### config.mk
export PLATFORM = sky130hd
export DESIGN_NAME = startup_sequencer
export DESIGN_NICKNAME = d
export VERILOG_FILES = /design/src/rtl/startup_seq_pkg.sv /design/src/rtl/startup_timeout_timer.sv /design/src/rtl/startup_sequencer.sv
export SDC_FILE = /design/constraint.sdc
export NUM_CORES = 1
export LEC_CHECK = 0
export CORE_MARGIN = 2
export CORE_UTILIZATION = 29
export DETAILED_ROUTE_END_ITERATION = 12
export PLACE_DENSITY_LB_ADDON = 0.3
export SYNTH_ARGS = -nofsm -noshare
export SYNTH_HDL_FRONTEND = slang
export SYNTH_SLANG_ARGS = --single-unit
export TNS_END_PERCENT = 50
### constraint.sdc
create_clock -name clk -period 1.7 [get_ports clk]
set_input_delay 0.51 -clock clk [delete_from_list [all_inputs] [get_ports clk]]
set_output_delay 0.51 -clock clk [all_outputs]
set_load 0.01 [all_outputs]
### src/rtl/startup_seq_pkg.sv
// rtl/startup_seq_pkg.sv - shared state encoding and default phase table for the startup sequencer
package startup_seq_pkg;

  typedef enum logic [2:0] {
    IDLE  = 3'd0,
    SEND  = 3'd1,
    WAIT  = 3'd2,
    DONE  = 3'd3,
    ERROR = 3'd4
  } state_t;

  localparam logic [7:0] CMD_BIST   = 8'h52;
  localparam logic [7:0] CMD_CONFIG = 8'h53;
  localparam logic [7:0] CMD_LOAD   = 8'h54;

  // Phase 0 = BIST, phase 1 = BSG handshake, phase 2 = config, phase 3 = load
  localparam logic [31:0] DEFAULT_PHASE_CMDS     = {CMD_LOAD, CMD_CONFIG, 8'h00, CMD_BIST};
  localparam logic [3:0]  DEFAULT_PHASE_BSG_MASK = 4'b0010;

endpackage

### src/rtl/startup_timeout_timer.sv
// rtl/startup_timeout_timer.sv - saturating WAIT-state cycle counter with expiry flag
module startup_timeout_timer #(
  parameter int TIMEOUT_CYCLES = 1024
) (
  input  logic clk,
  input  logic rst,
  input  logic clear,
  input  logic count_en,
  output logic expired
);

  localparam int W = $clog2(TIMEOUT_CYCLES + 1);

  logic [W-1:0] cnt;

  always_ff @(posedge clk) begin
    if (rst || clear) begin
      cnt <= '0;
    end else if (count_en && (cnt != W'(TIMEOUT_CYCLES))) begin
      cnt <= cnt + 1'b1;
    end
  end

  // Flags the cycle whose count step would reach TIMEOUT_CYCLES
  assign expired = count_en && (cnt == W'(TIMEOUT_CYCLES - 1));

endmodule

### src/rtl/startup_sequencer.sv
// rtl/startup_sequencer.sv - ordered startup phase walker; optional WAIT timeout under STARTUP_TIMEOUT_EN
module startup_sequencer
  import startup_seq_pkg::*;
#(
  parameter int                         NUM_PHASES     = 4,
  parameter int                         DATA_W         = 8,
  parameter int                         CMD_REPEAT     = 3,
  parameter logic [NUM_PHASES*DATA_W-1:0] PHASE_CMDS   = DEFAULT_PHASE_CMDS,
  parameter logic [NUM_PHASES-1:0]      PHASE_BSG_MASK = DEFAULT_PHASE_BSG_MASK,
  parameter int                         TIMEOUT_CYCLES = 1024,
  localparam int                        PW = (NUM_PHASES > 1) ? $clog2(NUM_PHASES) : 1
) (
  input  logic                  clk,
  input  logic                  rst,
  input  logic                  enable,
  input  logic [NUM_PHASES-1:0] phase_done,
  input  logic                  ready_a,
  output logic                  valid_a,
  output logic [DATA_W-1:0]     data_a,
  output logic                  bsg_enable,
  output logic                  select_signal,
  output logic [PW-1:0]         phase_idx,
  output logic                  startup_done,
  output logic                  error
);

  localparam int            CW        = $clog2(CMD_REPEAT + 1);
  localparam logic [CW-1:0] BEAT_LAST = CW'(CMD_REPEAT - 1);
  localparam logic [PW-1:0] LAST_PH   = PW'(NUM_PHASES - 1);

  state_t        state_q, state_d;
  logic [CW-1:0] beat_q, beat_d;
  logic [PW-1:0] phase_d;
  logic          xfer;
  logic          timeout;

  function automatic state_t entry_state(input logic [PW-1:0] p);
    return PHASE_BSG_MASK[p] ? WAIT : SEND;
  endfunction

  function automatic logic [DATA_W-1:0] cmd_of(input logic [PW-1:0] p);
    logic [DATA_W-1:0] c;
    c = '0;
    for (int i = 0; i < NUM_PHASES; i++) begin
      if (p == PW'(i)) c = PHASE_CMDS[i*DATA_W +: DATA_W];
    end
    return c;
  endfunction

  assign xfer = valid_a && ready_a;

  always_comb begin
    state_d = state_q;
    beat_d  = beat_q;
    phase_d = phase_idx;
    case (state_q)
      IDLE: begin
        if (enable) begin
          phase_d = '0;
          state_d = entry_state('0);
        end
      end
      SEND: begin
        // An abort only takes effect once the in-flight beat has been accepted
        if (xfer) begin
          if (!enable) begin
            state_d = IDLE;
            beat_d  = '0;
            phase_d = '0;
          end else if (beat_q == BEAT_LAST) begin
            state_d = WAIT;
            beat_d  = '0;
          end else begin
            beat_d = beat_q + 1'b1;
          end
        end
      end
      WAIT: begin
        if (!enable) begin
          state_d = IDLE;
          phase_d = '0;
        end else if (phase_done[phase_idx]) begin
          if (phase_idx == LAST_PH) begin
            state_d = DONE;
            phase_d = '0;
          end else begin
            phase_d = phase_idx + 1'b1;
            state_d = entry_state(phase_idx + 1'b1);
          end
        end else if (timeout) begin
          state_d = ERROR;
          phase_d = '0;
        end
      end
      DONE, ERROR: begin
        if (!enable) state_d = IDLE;
      end
      default: begin
        state_d = IDLE;
        beat_d  = '0;
        phase_d = '0;
      end
    endcase
  end

`ifdef STARTUP_TIMEOUT_EN
  logic wait_clear;

  // Restart the count on every WAIT entry, including BSG-to-BSG phase advances
  assign wait_clear = (state_d == WAIT) && ((state_q != WAIT) || (phase_d != phase_idx));

  startup_timeout_timer #(
    .TIMEOUT_CYCLES(TIMEOUT_CYCLES)
  ) u_timer (
    .clk     (clk),
    .rst     (rst),
    .clear   (wait_clear),
    .count_en(state_q == WAIT),
    .expired (timeout)
  );
`else
  logic [31:0] unused_timeout_cfg;

  assign unused_timeout_cfg = TIMEOUT_CYCLES;
  assign timeout            = 1'b0;
  assign error              = 1'b0;
`endif

  always_ff @(posedge clk) begin
    if (rst) begin
      state_q       <= IDLE;
      beat_q        <= '0;
      phase_idx     <= '0;
      valid_a       <= 1'b0;
      data_a        <= '0;
      bsg_enable    <= 1'b0;
      select_signal <= 1'b0;
      startup_done  <= 1'b0;
`ifdef STARTUP_TIMEOUT_EN
      error         <= 1'b0;
`endif
    end else begin
      state_q       <= state_d;
      beat_q        <= beat_d;
      phase_idx     <= phase_d;
      valid_a       <= (state_d == SEND);
      data_a        <= (state_d == SEND) ? cmd_of(phase_d) : '0;
      bsg_enable    <= (state_d == WAIT) && PHASE_BSG_MASK[phase_d];
      select_signal <= (state_d == WAIT) && PHASE_BSG_MASK[phase_d];
      startup_done  <= (state_d == DONE);
`ifdef STARTUP_TIMEOUT_EN
      error         <= (state_d == ERROR);
`endif
    end
  end

endmodule

After elaboration in Yosys (flattened, before gate mapping). Index checks and enable logic that the tools add are counted.

Bits in registers: 18. Latch bits: 0. Memories: 0. Bits in read-only memories: 0. RAM bits: 0. Output and inout port bits: 15.

Mux-type cells: 31. Shift operators: 0. Multiply operators: 0. Magnitude comparators: 3. Div/mod/pow operators: 0. Bitwise logic cells: 2. Reductions and logical operators: 10. Eq/ne operators: 13. Add/subtract/negate cells: 2.

Operators with widths (count): two-way mux 7 bit (4); two-way mux 2 bit (11); two-way mux 3 bit (7); == test 3 x 2 -> 1 bit (second input constant) (4); one-hot mux 3 bit (4 select lines) (1); less-than comparator 2 x 3 -> 1 bit (second input constant) (3); == test 2 bit (second input constant) (4); one-hot mux 2 bit (4 select lines) (1); binary-select mux 1 bit (select 2 bit) (3); == test 3 x 1 -> 1 bit (second input constant) (2); OR reduction 5 bit (1); adder 2 x 1 -> 2 bit (second input constant) (2); one-hot mux 2 bit (2 select lines) (1); OR reduction 2 bit (2); OR reduction 4 bit (1); == test 3 bit (second input constant) (1); logical NOT 3 bit (1); two-way mux 1 bit (3); OR reduction 3 bit (1); == test 2 x 1 -> 1 bit (second input constant) (1); logical AND 1 bit (2); logical NOT 2 bit (1); != test 2 bit (second input constant) (1); NOT 1 bit (2); AND reduction 2 bit (1).

Logic depth before layout (Yosys ltp).
Depth after elaboration: 11. Depth in mapped cells: 7. Gate-level depth less buffers: 6.

Worst setup path after synthesis. No wires, ideal clock.

Kind: flip-flop to flip-flop. Start: reg phase_idx[0]. End: reg data_a[0]. Clock period less this slack: 1.910 ns. Cell stages (with the launch flop): 7. Arrival: 1.833 ns. Required time: 1.622 ns. Path slack: -0.210 ns. Cells stage by stage: dfxtp_1 inv_1 ha_1 a311oi_1 or3b_1 or3_4 nor3_1.

Cells in the longest elaborated chain, start to end: 11.

RTL lines: from (decl) (line startup_sequencer.sv:22) `output logic [PW-1:0] phase_idx,`; from (signal assigned) (line startup_sequencer.sv:145) `phase_idx <= phase_d;`; adder 2 x 1 -> 2 bit (line startup_sequencer.sv:87, startup_sequencer.sv:88); binary-select mux 1 bit (select 2 bit) (line startup_sequencer.sv:38) `return PHASE_BSG_MASK[p] ? WAIT : SEND;`; two-way mux 1 bit (implied by the code) (line startup_sequencer.sv:38); two-way mux 2 bit (line startup_sequencer.sv:38); two-way mux 2 bit (line startup_sequencer.sv:83) `if (phase_idx == LAST_PH) begin`; two-way mux 3 bit (line startup_sequencer.sv:82) `end else if (phase_done[phase_idx]) begin`; two-way mux 3 bit (line startup_sequencer.sv:79) `if (!enable) begin`; one-hot mux 3 bit (4 select lines) (line startup_sequencer.sv:56) `case (state_q)`; == test 3 x 1 -> 1 bit (line startup_sequencer.sv:147) `data_a <= (state_d == SEND) ? cmd_of(phase_d) : '0;`; NOT 1 bit (no line); OR reduction 3 bit (no line); to (signal assigned) (line startup_sequencer.sv:147); to (decl) (line startup_sequencer.sv:19) `output logic [DATA_W-1:0] data_a,`.

Several ways; a longest one is shown, not always the timed one. The select of a mux whose other input is x is not followed. A chain may end at the register's enable or synchronous reset.

Worst setup path after layout.
Start: in enable. End: reg data_a[2].

Cells in the longest elaborated chain, start to end: 7.

RTL lines: from (decl) (line startup_sequencer.sv:15) `input logic enable,`; two-way mux 2 bit (line startup_sequencer.sv:66) `if (!enable) begin`; two-way mux 2 bit (line startup_sequencer.sv:65) `if (xfer) begin`; one-hot mux 2 bit (4 select lines) (line startup_sequencer.sv:56); == test 2 x 1 -> 1 bit (line startup_sequencer.sv:45) `if (p == PW'(i)) c = PHASE_CMDS[i*DATA_W +: DATA_W];`; two-way mux 7 bit (3 in a row) (line startup_sequencer.sv:45).

Several ways; a longest one is shown, not always the timed one.

==> run summary <==
The flow ran to the end, but the final reports show violations. The final reports fail on negative setup slack. Internal power comes to 0.4825 mW. TritonCTS built the clock tree. The hold path startpoint is beat_q[1]. Clock latency on the worst-skew pair, taken at its later pin, is between 0.2 and 0.3 ns.

The max-slew violation count came out at 0. The width of the chip came out at ~55 um. Yosys mapped a number of flops with a built-in enable equal to 0. The diode insertion count for antenna repair is 0. The startpoint identified for the worst register-to-register timing path is phase_idx[0]. In this run, the combinational gates consume a little under a fifth of the power. Of the cells placed in the final design, the portion with a size suffix greater than 1 is between 30% and 40%. The total power consumption of the routed design came out at approximately 0.64 mW. The via count of the first global-routing pass is roughly 640.

In the synthesized netlist, the cells that appear most often are dfxtp_1 (14), nor2_1 (11), buf_4 (6). The synthesized area per cell came out at approximately 9 um2. The data arrival time at the worst-slack endpoint came out at 2.03 ns. The setup slack after layout is -0.1178 ns.

The signal on the critical path passes through dlygate4sd2_1 -> nor2b_4 -> nand3_2 -> o311a_4 -> or3_4 -> nor3b_2. Of all nets on the critical path, the largest fanout is 5. The number of buffer cells added on primary ports came out at 18. The number of antenna violations at the first check in global routing came out at 0. The number of distinct standard cells referenced by the synthesized netlist came out at 38.

The pin count of the biggest net entering global routing came out at 9. The number of buffers inserted by hold repair at cts is 0. The longest clock path from root to sink contains 2 buffers. The max capacitance violation total came out at 0.

For this run, the number of Yosys warnings is 0. 23 I/O pins were placed. The hold-critical path endpoint is beat_q[1].

The worst setup path is captured at a flop. Clock skew on the completed layout was measured at just under 0.01 ns. At the worst endpoint, the required time is 1.91 ns.

The number of cells produced by synthesis came out at 83. The global-route track usage on met2 is between 20% and 30%. The switching power of the nets is between 0.15 and 0.2 mW. The wire length of the first global-routing pass is just over 3 mm. The sequential cells in the finished layout cover a total of ~290 um2. The clock slew seen by the registers of the worst setup and hold paths is about 0.08 ns. The die span in y came out at ~55 um. Clock tree synthesis inserted a total of 3 buffers. The starting density of the core is between 30 and 40%. The most used flip-flop cell after synthesis is dfxtp_1. The met1 capacity usage during global routing came out at 15.32%.

The average via count per standard cell came out at approximately 4.8. The post-route core utilization is a little under half. The count of standard-cell rows is 18. After detailed routing, the average wire length per cell comes to 12.09 um. Sorting the synthesized cells by area gives the leading types as dfxtp_1 (37%), buf_4 (5.9%), nor2_1 (5.4%). The final-layout setup total negative slack is -0.3852 ns. The weighted congestion at the end of routability-driven global placement came out at just under 0.8.

The shortest clock period the worst path allows after layout came out at between 1.5 and 2 ns. The count of routing violations after the opening detailed-route iteration is 22. The die covers slightly above 3000 um2. The number of filler instances in the final layout came out at between 200 and 300. The area growth from synthesis to final layout is 54.11%. The worst stage delay on the critical path is about 0.40 ns. On the critical path, the stage with the largest delay is an instance of or3_4. The detailed placement HPWL is between 1 and 1.5 mm.

The net count of the finished layout is ~130. The number of clock sinks seen by CTS came out at 14. The overall overflow remaining after global route came out at 0. The iteration count of the initial detailed-routing pass came out at 4. The total routing resource utilization after global routing is between 10 and 15%.

The ratio of total power to cell area came out at about 540 nW/um2. The mapped cell area came out at roughly 760 um2. Setup repair after global routing could not meet its margin everywhere. The worst path uses 106.9% of the clock period. The worst-case IR drop observed on VDD is roughly 0.46 mV. The critical path in this run is classified as in -> reg.

The clock network power share is about 28%. The number of register bits inferred by synthesis is 14. The number of remaining DRC errors came out at 0. The count of nets left with antenna violations once routing finished came out at 0. Summing all multi-input logic gate instances after layout gives 469.2 um2.

Of the post-synthesis cell area, the dominant cell type holds 36.84%. The final hold slack came out at between 0.4 and 0.5 ns. In the global route stage, met3 resource usage came out at a little over 5%. The share of total power dissipated in sequential elements is 53.1%. The area of the core region came out at 2477 um2.

The switching fraction of total power came out at about a quarter. The most repeated cell in the gate-level netlist after synthesis is dfxtp_1. In this run the critical register-to-register path is captured at data_a[2]. After global routing, the most crowded layer is met2. The root buffer cell chosen for the clock tree is clkbuf_4. The routed wire length is ~1.8 mm. The reported leakage power came out at just over 0.5 nW. The level count of the clock H-tree is 1. The worst-case reg-to-reg path depth came out at 5. The final count of hold timing violations came out at 0. The post-synthesis async set-or-reset flop share is 0%.

In this run the worst hold path is classified as reg -> reg. The sequential area share after synthesis is 36.84%. The slack of the worst reg-to-reg path is -0.11 ns.

Summed over all instances, the cell type with the most area after synthesis is dfxtp_1. The number of vias in the routed layout came out at 724. The kind of start point of the critical path is an input pin. The maximum frequency from static timing analysis is between 500 and 600 MHz. The worst hold path stage count came out at 2. The setup-violating endpoint count in the final report came out at 6.
metal layers:
metal / share of wire (%) / vias up
met5: 0 / -
met3: 6.0 / 0
met1: 46 / 340
met2: 48 / 18
li1: - / 366
met4: 0 / 0
sequential cells by signal (all words and copies together) (netlist names):
register,count
state_q,3
beat_q,2
startup_done,1
valid_a,1
phase_idx,2
data_a,4
select_signal,1
what timing repair did:
item / in CTS / in global routing
endpoints found under the setup margin: 16 / 11
gates resized for setup: 22 / 7
pin swaps: 4 / 0
cloned: 0 / 0
setup buffers: 2 / 0
kinds of logic after synthesis:
group | count (synthesis) | share of synthesized area [%]
flip-flops | 14 | 36.84
adder cells (fa/ha/maj) | 2 | 3.289
other | 1 | 0.4929
multiplexers | 4 | 7.566
AO/OA/AOI/OAI | 14 | 15.63
AND/OR/NAND/NOR | 35 | 25.82
buffers and inverters | 13 | 10.36
through the flow:
step	worst slack (ns)	instances	cell area, um2
floorplan	-0.1237	86	792.0
global placement	-0.6822	146	1100
detailed placement	-0.7052	146	1100
CTS	-0.1128	151	1155
global route	-0.1841	151	1172
finish	-0.1178	151	1172
worst max-delay path by stage:
stage	startpoint	end	slack, ns	cells after the start
after global routing	phase_idx[0]	data_a[2]	-0.18	5
after detailed placement	phase_done[3]	data_a[0]	-0.71	6
after global placement	phase_done[1]	data_a[0]	-0.68	6
after CTS	phase_idx[1]	data_a[2]	-0.11	6
after floorplan	phase_idx[1]	data_a[0]	-0.12	7
final	enable	data_a[2]	-0.12	6
power by group through the flow:
stage | clock network [mW] | registers, mW | logic [mW]
3_3_place_gp | 0 | 0.348 | 0.113
5_1_grt | 0.200 | 0.339 | 0.130
6_report | 0.177 | 0.338 | 0.121
3_5_place_dp | 0 | 0.348 | 0.116
4_1_cts | 0.182 | 0.338 | 0.119
2_1_floorplan | 0 | 0.352 | 0.0563
placed cells by master (no fill, tap or decap), types with 2 or more instances in the layout:
cell type / netlist / final
clkbuf_4: 0 / 3
nor3_1: 3 / 2
nand2_1: 3 / 3
inv_1: 5 / 3
clkdlybuf4s15_1: 0 / 3
dfxtp_4: 0 / 2
dlygate4sd2_1: 0 / 5
nand2b_1: 3 / 2
clkdlybuf4s50_1: 0 / 8
a21oi_1: 2 / 2
buf_4: 6 / 22
dfxtp_1: 14 / 12
mux2i_1: 2 / 2
nor2_1: 11 / 11
nor2b_1: 4 / 3
inv_2: 0 / 2
conb_1: 1 / 4
critical path: cells and delay by family:
family	cells	cell delay, ns
and+or+nand+nor	4	0.87
AOI/OAI and AO/OA	1	0.37
buffers and inverters	1	0.27
layout make-up:
class	instances	area share, %
Tap cell	30	3.202
Inverter	5	1.601
Multi-Input combinational cell	59	40.02
Clock buffer	3	1.921
Timing Repair Buffer	40	28.71
Sequential cell	14	24.55
(Power assumes the default switching activity.)
